==> config.mk <==
export PLATFORM = sky130hd
export DESIGN_NAME = vert_sched
export DESIGN_NICKNAME = d
export VERILOG_FILES = /design/src/rtl/vert_sched.sv
export SDC_FILE = /design/constraint.sdc
export NUM_CORES = 1
export LEC_CHECK = 0
export ABC_AREA = 1
export BUFFER_PORTS_ARGS = -buffer_cell sky130_fd_sc_hd__buf_2
export CAP_MARGIN = 40
export CORE_AREA = 2 2 62 64
export DETAILED_ROUTE_END_ITERATION = 7
export DIE_AREA = 0 0 64 66
export PLACE_DENSITY = 0.82
export REMOVE_ABC_BUFFERS = 1
export SETUP_SLACK_MARGIN = 0.4
export SYNTH_ARGS = -nofsm -noshare
export SYNTH_HDL_FRONTEND = slang
export SYNTH_SLANG_ARGS = --single-unit
==> constraint.sdc <==
create_clock -name clk_pix -period 3.3 [get_ports clk_pix]
set_input_delay 0.165 -clock clk_pix [delete_from_list [all_inputs] [get_ports clk_pix]]
set_output_delay 0.165 -clock clk_pix [all_outputs]
set_load 0.01 [all_outputs]
==> src/rtl/vert_sched.sv <==
// Per-frame angle/cosine sequencer: steps the angle once every FRAME_DIV frames, reads the trig ROM, offers angle/cos downstream.
// Optional feature: define VERT_SCHED_DIR_EN to add the `dir` input (1 = angle steps down).
module vert_sched #(
    parameter int FRAME_DIV = 1,
    parameter int ROM_LAT   = 1,
    parameter int ANGLE_MAX = 359
) (
    input  logic               clk_pix,
    input  logic               reset,
    input  logic               frame_start,
    output logic               rom_en,
    output logic [8:0]         rom_addr,
    input  logic signed [11:0] rom_data,
    output logic [8:0]         angle,
    output logic signed [11:0] cos,
    output logic               vtx_valid,
    input  logic               vtx_ready,
    output logic               busy,
    output logic               overrun,
    input  logic               overrun_clr
`ifdef VERT_SCHED_DIR_EN
    ,
    input  logic               dir
`endif
);

    typedef enum logic [1:0] {S_IDLE, S_FETCH, S_WAIT, S_OFFER} state_t;

    localparam logic [7:0] DIV_LAST = 8'(FRAME_DIV - 1);
    localparam logic [1:0] LAT_INIT = 2'(ROM_LAT - 1);
    localparam logic [8:0] AMAX     = 9'(ANGLE_MAX);

    state_t             state, state_nxt;
    logic [7:0]         frame_cnt;
    logic [1:0]         lat_cnt;
    logic               pending;
    logic               overrun_q;
    logic [8:0]         angle_q;
    logic signed [11:0] cos_q;
    logic               start;
    logic               capture;
    logic               extra_start;
    logic [8:0]         angle_up;
    logic [8:0]         angle_step;

    assign angle_up = (angle_q == AMAX) ? '0 : angle_q + 9'd1;

`ifdef VERT_SCHED_DIR_EN
    assign angle_step = dir ? ((angle_q == '0) ? AMAX : angle_q - 9'd1) : angle_up;
`else
    assign angle_step = angle_up;
`endif

    // A frame_start outside IDLE is queued once; a second one while queued is dropped.
    assign extra_start = frame_start && (state != S_IDLE);

    always_comb begin
        state_nxt = state;
        start     = 1'b0;
        capture   = 1'b0;
        case (state)
            S_IDLE: begin
                if (frame_start || pending) begin
                    start     = 1'b1;
                    state_nxt = S_FETCH;
                end
            end
            S_FETCH: state_nxt = S_WAIT;
            S_WAIT: begin
                if (lat_cnt == 2'd0) begin
                    capture   = 1'b1;
                    state_nxt = S_OFFER;
                end
            end
            S_OFFER: begin
                if (vtx_ready) begin
                    state_nxt = S_IDLE;
                end
            end
            default: state_nxt = S_IDLE;
        endcase
    end

    always_ff @(posedge clk_pix or posedge reset) begin
        if (reset) begin
            state <= S_IDLE;
        end else begin
            state <= state_nxt;
        end
    end

    always_ff @(posedge clk_pix or posedge reset) begin
        if (reset) begin
            frame_cnt <= '0;
            lat_cnt   <= '0;
            pending   <= 1'b0;
            overrun_q <= 1'b0;
            angle_q   <= '0;
            cos_q     <= '0;
        end else begin
            if (start) begin
                pending <= 1'b0;
                if (frame_cnt == DIV_LAST) begin
                    frame_cnt <= '0;
                    angle_q   <= angle_step;
                end else begin
                    frame_cnt <= frame_cnt + 8'd1;
                end
            end else if (extra_start && !pending) begin
                pending <= 1'b1;
            end

            if (extra_start && pending) begin
                overrun_q <= 1'b1;
            end else if (overrun_clr) begin
                overrun_q <= 1'b0;
            end

            if (state == S_FETCH) begin
                lat_cnt <= LAT_INIT;
            end else if (state == S_WAIT) begin
                lat_cnt <= lat_cnt - 2'd1;
            end

            if (capture) begin
                cos_q <= rom_data;
            end
        end
    end

    assign rom_en    = (state == S_FETCH);
    assign rom_addr  = angle_q;
    assign angle     = angle_q;
    assign cos       = cos_q;
    assign vtx_valid = (state == S_OFFER);
    assign busy      = (state != S_IDLE);
    assign overrun   = overrun_q;

endmodule

==> key figures, run 1 <==
Status
  • Run status: finished clean

Final layout
  • Register area: 876 um2
  • Filler cells: 309
  • Final net count: 289
  • Layout cells sized above 1: 34.1%
  • Multi-input gate area: 823 um2
  • Antenna Cells: 0
  • Post-Layout Inst Area: 2270 um2
  • P&R area growth vs syn: 18.9%

Timing
  • Skew final: 0.0118 ns
  • Final Cycle Share: 59.0%
  • Max Freq: 0.514 GHz
  • Max-slew headroom: 67.7%
  • Final setup viols: 0
  • Final Hold Violating Endpoints: 0
  • Worst Tran Pin Value: 0.484 ns
  • Fin crit period: 1.95 ns
  • RSZ-0062 raised after global routing: false
  • TNS Setup: 0 ns
  • Final Max Slew Viols: 0

Clock tree
  • Clk buf depth: 2
  • Total CTS buffers: 5
  • Resized cells post-CTS: 0
  • H-Tree Depth: 2
  • Clk_lat worst skew: 0.35 ns
  • # Post-CTS Setup Buffers: 0
  • Clk slew on worst S/H paths: 0.11 ns
  • Clk sink count: 35
  • CTS tree: yes
  • Root Buffer: clkbuf_4
  • Hold Buf Count CTS: 2

Detailed routing
  • Total wire length: 3.63 mm
  • Vias per Instance: 4.95
  • WL per Instance: 11.6 um
  • DR pass1 iterations: 4
  • Total via count in the routed design: 1545
  • Iteration-0 DRC Markers: 101
  • DRC: 0
  • Routed Antenna Nets: 0

Yosys
  • Synth unique cells: 30
  • Top-area cell type share of the netlist area: 45.8%
  • Synth area leaders: dfrtp_1 46%, nand2_1 10%, mux2_2 7.1%
  • Syn_area_per_cell: 8.93 um2
  • #FFs+latches synth: 35
  • Post-synthesis sequential area ratio: 45.8%
  • Post-Syn Area: 1910 um2
  • Cells after Synth: 214
  • Post-synth EDFFs: 0
  • Synth area leader: dfrtp_1
  • Predominant post-synthesis flop cell: dfrtp_1
  • Synth async-reset ratio: 100%
  • Top cells by count, synth: 52 x nand2_1, 35 x dfrtp_1, 26 x inv_1
  • YS warnings: 0
  • Most common cell in the synthesized netlist: nand2_1

GRT
  • Tot GR Track Use: 19.8%
  • First-pass GRT wire length: 6.34 mm
  • Pin count of the biggest net entering global routing: 19
  • Initial antenna violation count: 0
  • Vias in the first global route: 1520
  • Gr ovfl total: 0

Critical path
  • Max incr delay on CP: 0.44 ns
  • Worst-path cell chain: inv_1, ha_1, inv_2, nor2_4, nand3_1, o21ai_0, nand2_1
  • Flop2flop setup slack: 1.35 ns
  • Crit path arrival time: 2.20 ns
  • Reg-to-reg startpoint: state[1]
  • Reg2reg end: angle[2]
  • Critical path class: register to register
  • Kind of start point of the critical path: register
  • Crit path required time: 3.55 ns
  • Reg2Reg Depth: 7
  • Crit. End Element: register
  • Worst-path fanout max: 12
  • Worst path slowest cell: dfrtp_1

Worst hold path
  • Hold path start: rom_data[9]
  • Hold Crit Endpoint: cos[9]
  • Hold Path Cell Cnt: 2
  • HP Class: input port to register

Placed design
  • DPL Wire Length: 2.77 mm
  • Final GP Congestion: 0.816
  • DP Area: 2160 um2
  • PortBufs: 50

Floorplanning
  • Die height: 66 um
  • IO Pins: 51
  • Rows: 22
  • Core Region: 3550 um2
  • Initial core utilization: 53.8%
  • Die area: 4220 um2
  • Die width: 64 um

Pwr
  • Lkg Pwr: 0.00121 uW
  • Total power: 1850 uW
  • Peak VDD IR: 548 uV
  • Power Dens Cells: 817 nW/um2

Job
  • Max-Cap Viols: 0
area by class of cell:
type,count,area share (%)
Sequential cell,35,38.6
Multi-Input combinational cell,136,36.3
Timing Repair Buffer,54,13.4
Inverter,31,5.12
Tap cell,48,2.64
Clock buffer,6,2.26
Clock inverter,2,1.71
stage by stage:
| step | hold WS, ns | util, % | instances | setup slack, ns |
|---|---|---|---|---|
| floorplan | 0.261 | - | 202 | 1.66 |
| global placement | 0.352 | 60.1 | 301 | 1.51 |
| detailed placement | 0.159 | 60.9 | 302 | 1.42 |
| CTS | 0.0190 | 64.0 | 312 | 1.37 |
| global route | 0.0193 | 64.0 | 312 | 1.13 |
| finish | 0.0319 | 64.0 | 312 | 1.35 |
metal layers:
metal  wire [um]  GRT usage [%]
met1        1520           21.9
met2        1800           34.4
met3         232           5.96
met4          74           9.78
met5           0              0
cell usage in the layout (no fill, tap or decap), types with 3 or more instances in the layout:
master | Yosys | layout
buf_2 | 1 | 50
clkbuf_4 | 0 | 5
dfrtp_1 | 35 | 35
ha_1 | 9 | 9
inv_1 | 26 | 26
inv_2 | 5 | 5
mux2_2 | 12 | 12
nand2_1 | 52 | 52
nand3_1 | 13 | 13
nand4_1 | 4 | 4
nor2_1 | 12 | 12
nor2_2 | 4 | 4
o21ai_0 | 10 | 10
xor2_1 | 3 | 3
critical path, delay by kind of cell, from the launching register on:
kind | cells | cell delay, ns
AO/OA/AOI/OAI | 1 | 0.29
adder cells (fa/ha/maj) | 1 | 0.23
buffers and inverters | 2 | 0.18
flip-flops | 1 | 0.44
AND/OR/NAND/NOR | 3 | 0.70
worst max-delay path by stage:
stage             start       end  slack (ns)
3_3_place_gp   state[0]  angle[2]        1.51
2_1_floorplan  state[0]  angle[2]        1.66
3_5_place_dp   state[1]  angle[2]        1.42
5_1_grt        state[0]  angle[2]        1.13
6_report       state[1]  angle[2]        1.35
4_1_cts        state[1]  angle[2]        1.37
registers in the layout (all words and copies together) (netlist names):
register,flops
cos,12
angle,9
frame_cnt,8
lat_cnt,2
state,2
overrun,1
pending,1
cell families after synthesis:
kind of cell | share of synthesized area [%]
AO/OA/AOI/OAI | 4.65
XOR/XNOR | 1.38
adder cells (fa/ha/maj) | 5.89
buffers and inverters | 11.1
flip-flops | 45.8
multiplexers | 7.07
AND/OR/NAND/NOR | 24.1
power breakdown:
group	switching [uW]	internal [uW]
registers	122	604
clock network	154	183
logic	450	341
(Power assumes the default switching activity.)
==> run 2, diff against run 1 <==
--- a/config.mk
+++ b/config.mk
@@ -5,13 +5,13 @@
 export SDC_FILE = /design/constraint.sdc
 export NUM_CORES = 1
 export LEC_CHECK = 0
-export ABC_AREA = 1
+export ABC_AREA = 0
 export BUFFER_PORTS_ARGS = -buffer_cell sky130_fd_sc_hd__buf_2
 export CAP_MARGIN = 40
 export CORE_AREA = 2 2 62 64
 export DETAILED_ROUTE_END_ITERATION = 7
 export DIE_AREA = 0 0 64 66
-export PLACE_DENSITY = 0.82
+export PLACE_DENSITY = 0.76
 export REMOVE_ABC_BUFFERS = 1
 export SETUP_SLACK_MARGIN = 0.4
 export SYNTH_ARGS = -nofsm -noshare
==> constraint.sdc (replaced) <==
create_clock -name clk_pix -period 1.8 [get_ports clk_pix]
set_input_delay 0.09 -clock clk_pix [delete_from_list [all_inputs] [get_ports clk_pix]]
set_output_delay 0.09 -clock clk_pix [all_outputs]
set_load 0.01 [all_outputs]
==> run 2 against run 1 <==
Count of clock-buffer cells in the layout rose by 1. Maximum frequency is 13% higher. First-iteration DRC count down 19%. Critical path depth down 1. Area after synthesis shrank 9.8%. Critical endpoint is now angle[7]. Largest cell class is now multi-input gates. Highest routed layer unchanged.
==> key figures, run 2 <==
Status
  • Run status: finished clean (unchanged)

Placed design
  • DP Area: 2030 um2 (was 2160 um2)
  • DPL Wire Length: 2.34 mm (was 2.77 mm)
  • Final GP Congestion: 0.837 (was 0.816)
  • Placed instance count: 252 (was 302)
  • PortBufs: 50 (unchanged)

GRT
  • Gr ovfl total: 0 (unchanged)
  • First-pass GRT wire length: 6.67 mm (was 6.34 mm)
  • Tot GR Track Use: 21.1% (was 19.8%)
  • Pin count of the biggest net entering global routing: 36 (was 19)
  • Initial antenna violation count: 0 (unchanged)
  • Vias in the first global route: 1448 (was 1520)

Yosys
  • #FFs+latches synth: 35 (unchanged)
  • Main combinational cell family by area after synthesis: simple AND/OR/NAND/NOR gates (unchanged)
  • Syn_area_per_cell: 11.1 um2 (was 8.93 um2)
  • Most common cell in the synthesized netlist: dfrtp_1 (was nand2_1)
  • Cells after Synth: 155 (was 214)
  • Top cells by count, synth: 35 x dfrtp_1, 13 x nand2_1, 11 x inv_1 (was 52 x nand2_1, 35 x dfrtp_1, 26 x inv_1)
  • Area share of fa/ha/maj cells after synthesis: 6.54% (was 5.89%)
  • YS warnings: 0 (unchanged)
  • Simple-Gate Fraction of Synth Area: 15.4% (was 24.1%)
  • Top-area cell type share of the netlist area: 50.8% (was 45.8%)
  • Predominant post-synthesis flop cell: dfrtp_1 (unchanged)
  • Post-synthesis compound-gate area fraction: 7.41% (was 4.65%)
  • Post-Synth XOR/XNOR Area: 4.58% (was 1.38%)
  • Synth area leaders: dfrtp_1 51%, ha_1 6.5%, mux2_1 5.9% (was dfrtp_1 46%, nand2_1 10%, mux2_2 7.1%)
  • Synth async-reset ratio: 100% (unchanged)
  • Post-synth EDFFs: 0 (unchanged)
  • Post-Syn Area: 1720 um2 (was 1910 um2)
  • Synth area leader: dfrtp_1 (unchanged)
  • Post-synthesis sequential area ratio: 50.8% (was 45.8%)
  • Mux cell area share after synthesis: 8.42% (was 7.07%)
  • Synth unique cells: 37 (was 30)

Final layout
  • Max FFs per register: 12 (unchanged)
  • Antenna Cells: 0 (unchanged)
  • Finished Core Util: 72.7% (was 64.0%)
  • Commonest non-fill, non-tap cells in the layout: 49 x buf_2, 34 x dfrtp_1, 15 x buf_4, 13 x dlygate4sd3_1, 12 x mux2_4 (was 52 x nand2_1, 50 x buf_2, 35 x dfrtp_1, 26 x inv_1, 13 x nand3_1)
  • Post-Layout Inst Area: 2580 um2 (was 2270 um2)
  • Fin cells: 290 (was 312)
  • Most common cell after layout, fill and taps aside: buf_2 (was nand2_1)
  • P&R area growth vs syn: 49.9% (was 18.9%)
  • Filler cells: 233 (was 309)
  • Final net count: 267 (was 289)
  • Layout cells sized above 1: 50.8% (was 34.1%)

Pwr
  • Switching Share: 37.8% (was 39.2%)
  • Total power: 4080 uW (was 1850 uW)
  • Combinational fraction of design power: 58.2% (was 42.6%)
  • Sequential share of power: 31.9% (was 39.2%)
  • Design internal power: 2540 uW (was 1130 uW)
  • Power Dens Cells: 1580 nW/um2 (was 817 nW/um2)
  • Clock Power Share: 10.0% (was 18.2%)
  • Peak VDD IR: 778 uV (was 548 uV)
  • Lkg Pwr: 0.00131 uW (was 0.00121 uW)
  • P_sw: 1550 uW (was 726 uW)

Critical path
  • Worst-path fanout max: 6 (was 12)
  • Crit. End Element: register (unchanged)
  • Crit path arrival time: 1.97 ns (was 2.20 ns)
  • Kind of start point of the critical path: register (unchanged)
  • Crit path required time: 2.04 ns (was 3.55 ns)
  • Critical path class: register to register (unchanged)

Floorplanning
  • IO Pins: 51 (unchanged)
  • Initial core utilization: 48.5% (was 53.8%)
  • Die height: 66 um (unchanged)
  • Die width: 64 um (unchanged)
  • Core Region: 3550 um2 (unchanged)
  • Rows: 22 (unchanged)
  • Die area: 4220 um2 (unchanged)

Timing
  • Final setup viols: 0 (unchanged)
  • Final Max Slew Viols: 0 (unchanged)
  • Max-slew headroom: 70.7% (was 67.7%)
  • RSZ-0062 raised after global routing: true (was false)
  • Skew final: 0.0104 ns (was 0.0118 ns)
  • Worst Tran Pin Value: 0.439 ns (was 0.484 ns)
  • Final Hold Violating Endpoints: 0 (unchanged)
  • Max Freq: 0.578 GHz (was 0.514 GHz)
  • Fin crit period: 1.73 ns (was 1.95 ns)
  • Final Cycle Share: 96.1% (was 59.0%)

Detailed routing
  • Routed Antenna Nets: 0 (unchanged)
  • Total wire length: 4.44 mm (was 3.63 mm)
  • WL per Instance: 15.3 um (was 11.6 um)
  • Total via count in the routed design: 1472 (was 1545)
  • Vias per Instance: 5.08 (was 4.95)
  • DRC: 0 (unchanged)
  • DR pass1 iterations: 4 (unchanged)
  • Iteration-0 DRC Markers: 82 (was 101)

Clock tree
  • Clk slew on worst S/H paths: 0.10 ns (was 0.11 ns)
  • Clk buf depth: 2 (unchanged)
  • Clk sink count: 35 (unchanged)
  • Root Buffer: clkbuf_4 (unchanged)
  • Clk_lat worst skew: 0.35 ns (about the same)
  • Total CTS buffers: 5 (unchanged)
  • CTS tree: yes (unchanged)
  • H-Tree Depth: 2 (unchanged)

Job
  • Max-Cap Viols: 0 (unchanged)

Worst hold path
  • HP Class: input port to register (unchanged)
==> run 2: cell types whose count changed after synthesis, moves of 4 or more <==
| cell | previous run | this run |
|---|---|---|
| o21ai_1 | 2 | 6 |
| nor2_1 | 12 | 7 |
| mux2_2 | 12 | 3 |
| inv_1 | 26 | 11 |
| nor2_2 | 4 | 0 |
| nand3_1 | 13 | 5 |
| o21ai_0 | 10 | 3 |
| mux2_1 | 0 | 9 |
| xnor2_1 | 0 | 5 |
| nand2_1 | 52 | 13 |
| inv_2 | 5 | 0 |
==> run 2: routing by layer <==
metal / up-vias / global-route usage [%] / part of all wire, %
met4: 0 / 6.52 / 1.1
met5: - / 0 / 0
met2: 49 / 39.3 / 54
met3: 6 / 6.13 / 4.6
li1: 707 / - / -
met1: 710 / 23.0 / 41
==> run 2: cell type report <==
cell class                 count  area (um2)  share of cell area (%)
timing repair buffer          90         642                    24.9
tap                           48        60.1                    2.33
sequential                    35         877                    34.0
clock buffer                   7        45.0                    1.74
multi-input combinational     98         912                    35.3
inverter                      11        41.3                    1.60
clock inverter                 1        5.00                   0.194
==> run 2: path summary, 6_finish.rpt <==
check / start / endpoint / slack, ns / cells after the start
worst max-delay path: frame_cnt[0] / angle[7] / 0.07 / 6
worst min-delay path: overrun_clr / overrun / 0.02 / 3
worst max register to register: frame_cnt[0] / angle[7] / 0.07 / 6
worst min register to register: overrun / overrun / 0.51 / 1
max in group asynchronous: reset / angle[3] / 1.09 / 4
min in group asynchronous: reset / angle[7] / 0.39 / 4
==> run 2: what timing repair did <==
action | CTS | global route
resized for setup | 23 | 38
hold buffers | 13 | 0
endpoints found under the setup margin | 29 | 30
endpoints found under the hold margin | 47 | 0
cloned | 1 | 0
buffers inserted | 8 | 8
pin swaps | 11 | 16
==> run 2: worst max-delay path, stage by stage (launching register included) <==
cell	delay, ns
dfrtp_1	0.40
inv_2	0.09
ha_4	0.14
or4b_4	0.47
nor3_4	0.24
nand4_1	0.15
xnor2_1	0.15
==> run 2: stage by stage <==
| stage | hold WS (ns) | worst slack, ns | setup TNS (ns) |
|---|---|---|---|
| after floorplan | 0.222 | 0.0354 | 0 |
| after global placement | 0.210 | 0.0459 | 0 |
| after detailed placement | 0.213 | -0.0228 | -0.0358 |
| after CTS | 0.0247 | 0.0615 | 0 |
| after global routing | 0.0143 | -0.0517 | -0.118 |
| final | 0.0169 | 0.0710 | 0 |
==> run 2: logic make-up (layout without fill, tap and decap cells) <==
kind of cell | Yosys count | in the layout
AND/OR/NAND/NOR | 48 | 48
flip-flops | 35 | 35
AO/OA/AOI/OAI | 19 | 19
adder cells (fa/ha/maj) | 9 | 9
XOR/XNOR | 9 | 9
buffers and inverters | 22 | 109
multiplexers | 13 | 13
==> run 2: power groups by stage <==
stage	Clock (uW)	Combinational (uW)	Sequential [uW]
floorplan	0	748	1380
global placement	0	1360	1280
detailed placement	0	1380	1300
CTS	416	1700	1270
global route	464	2550	1340
finish	408	2380	1300
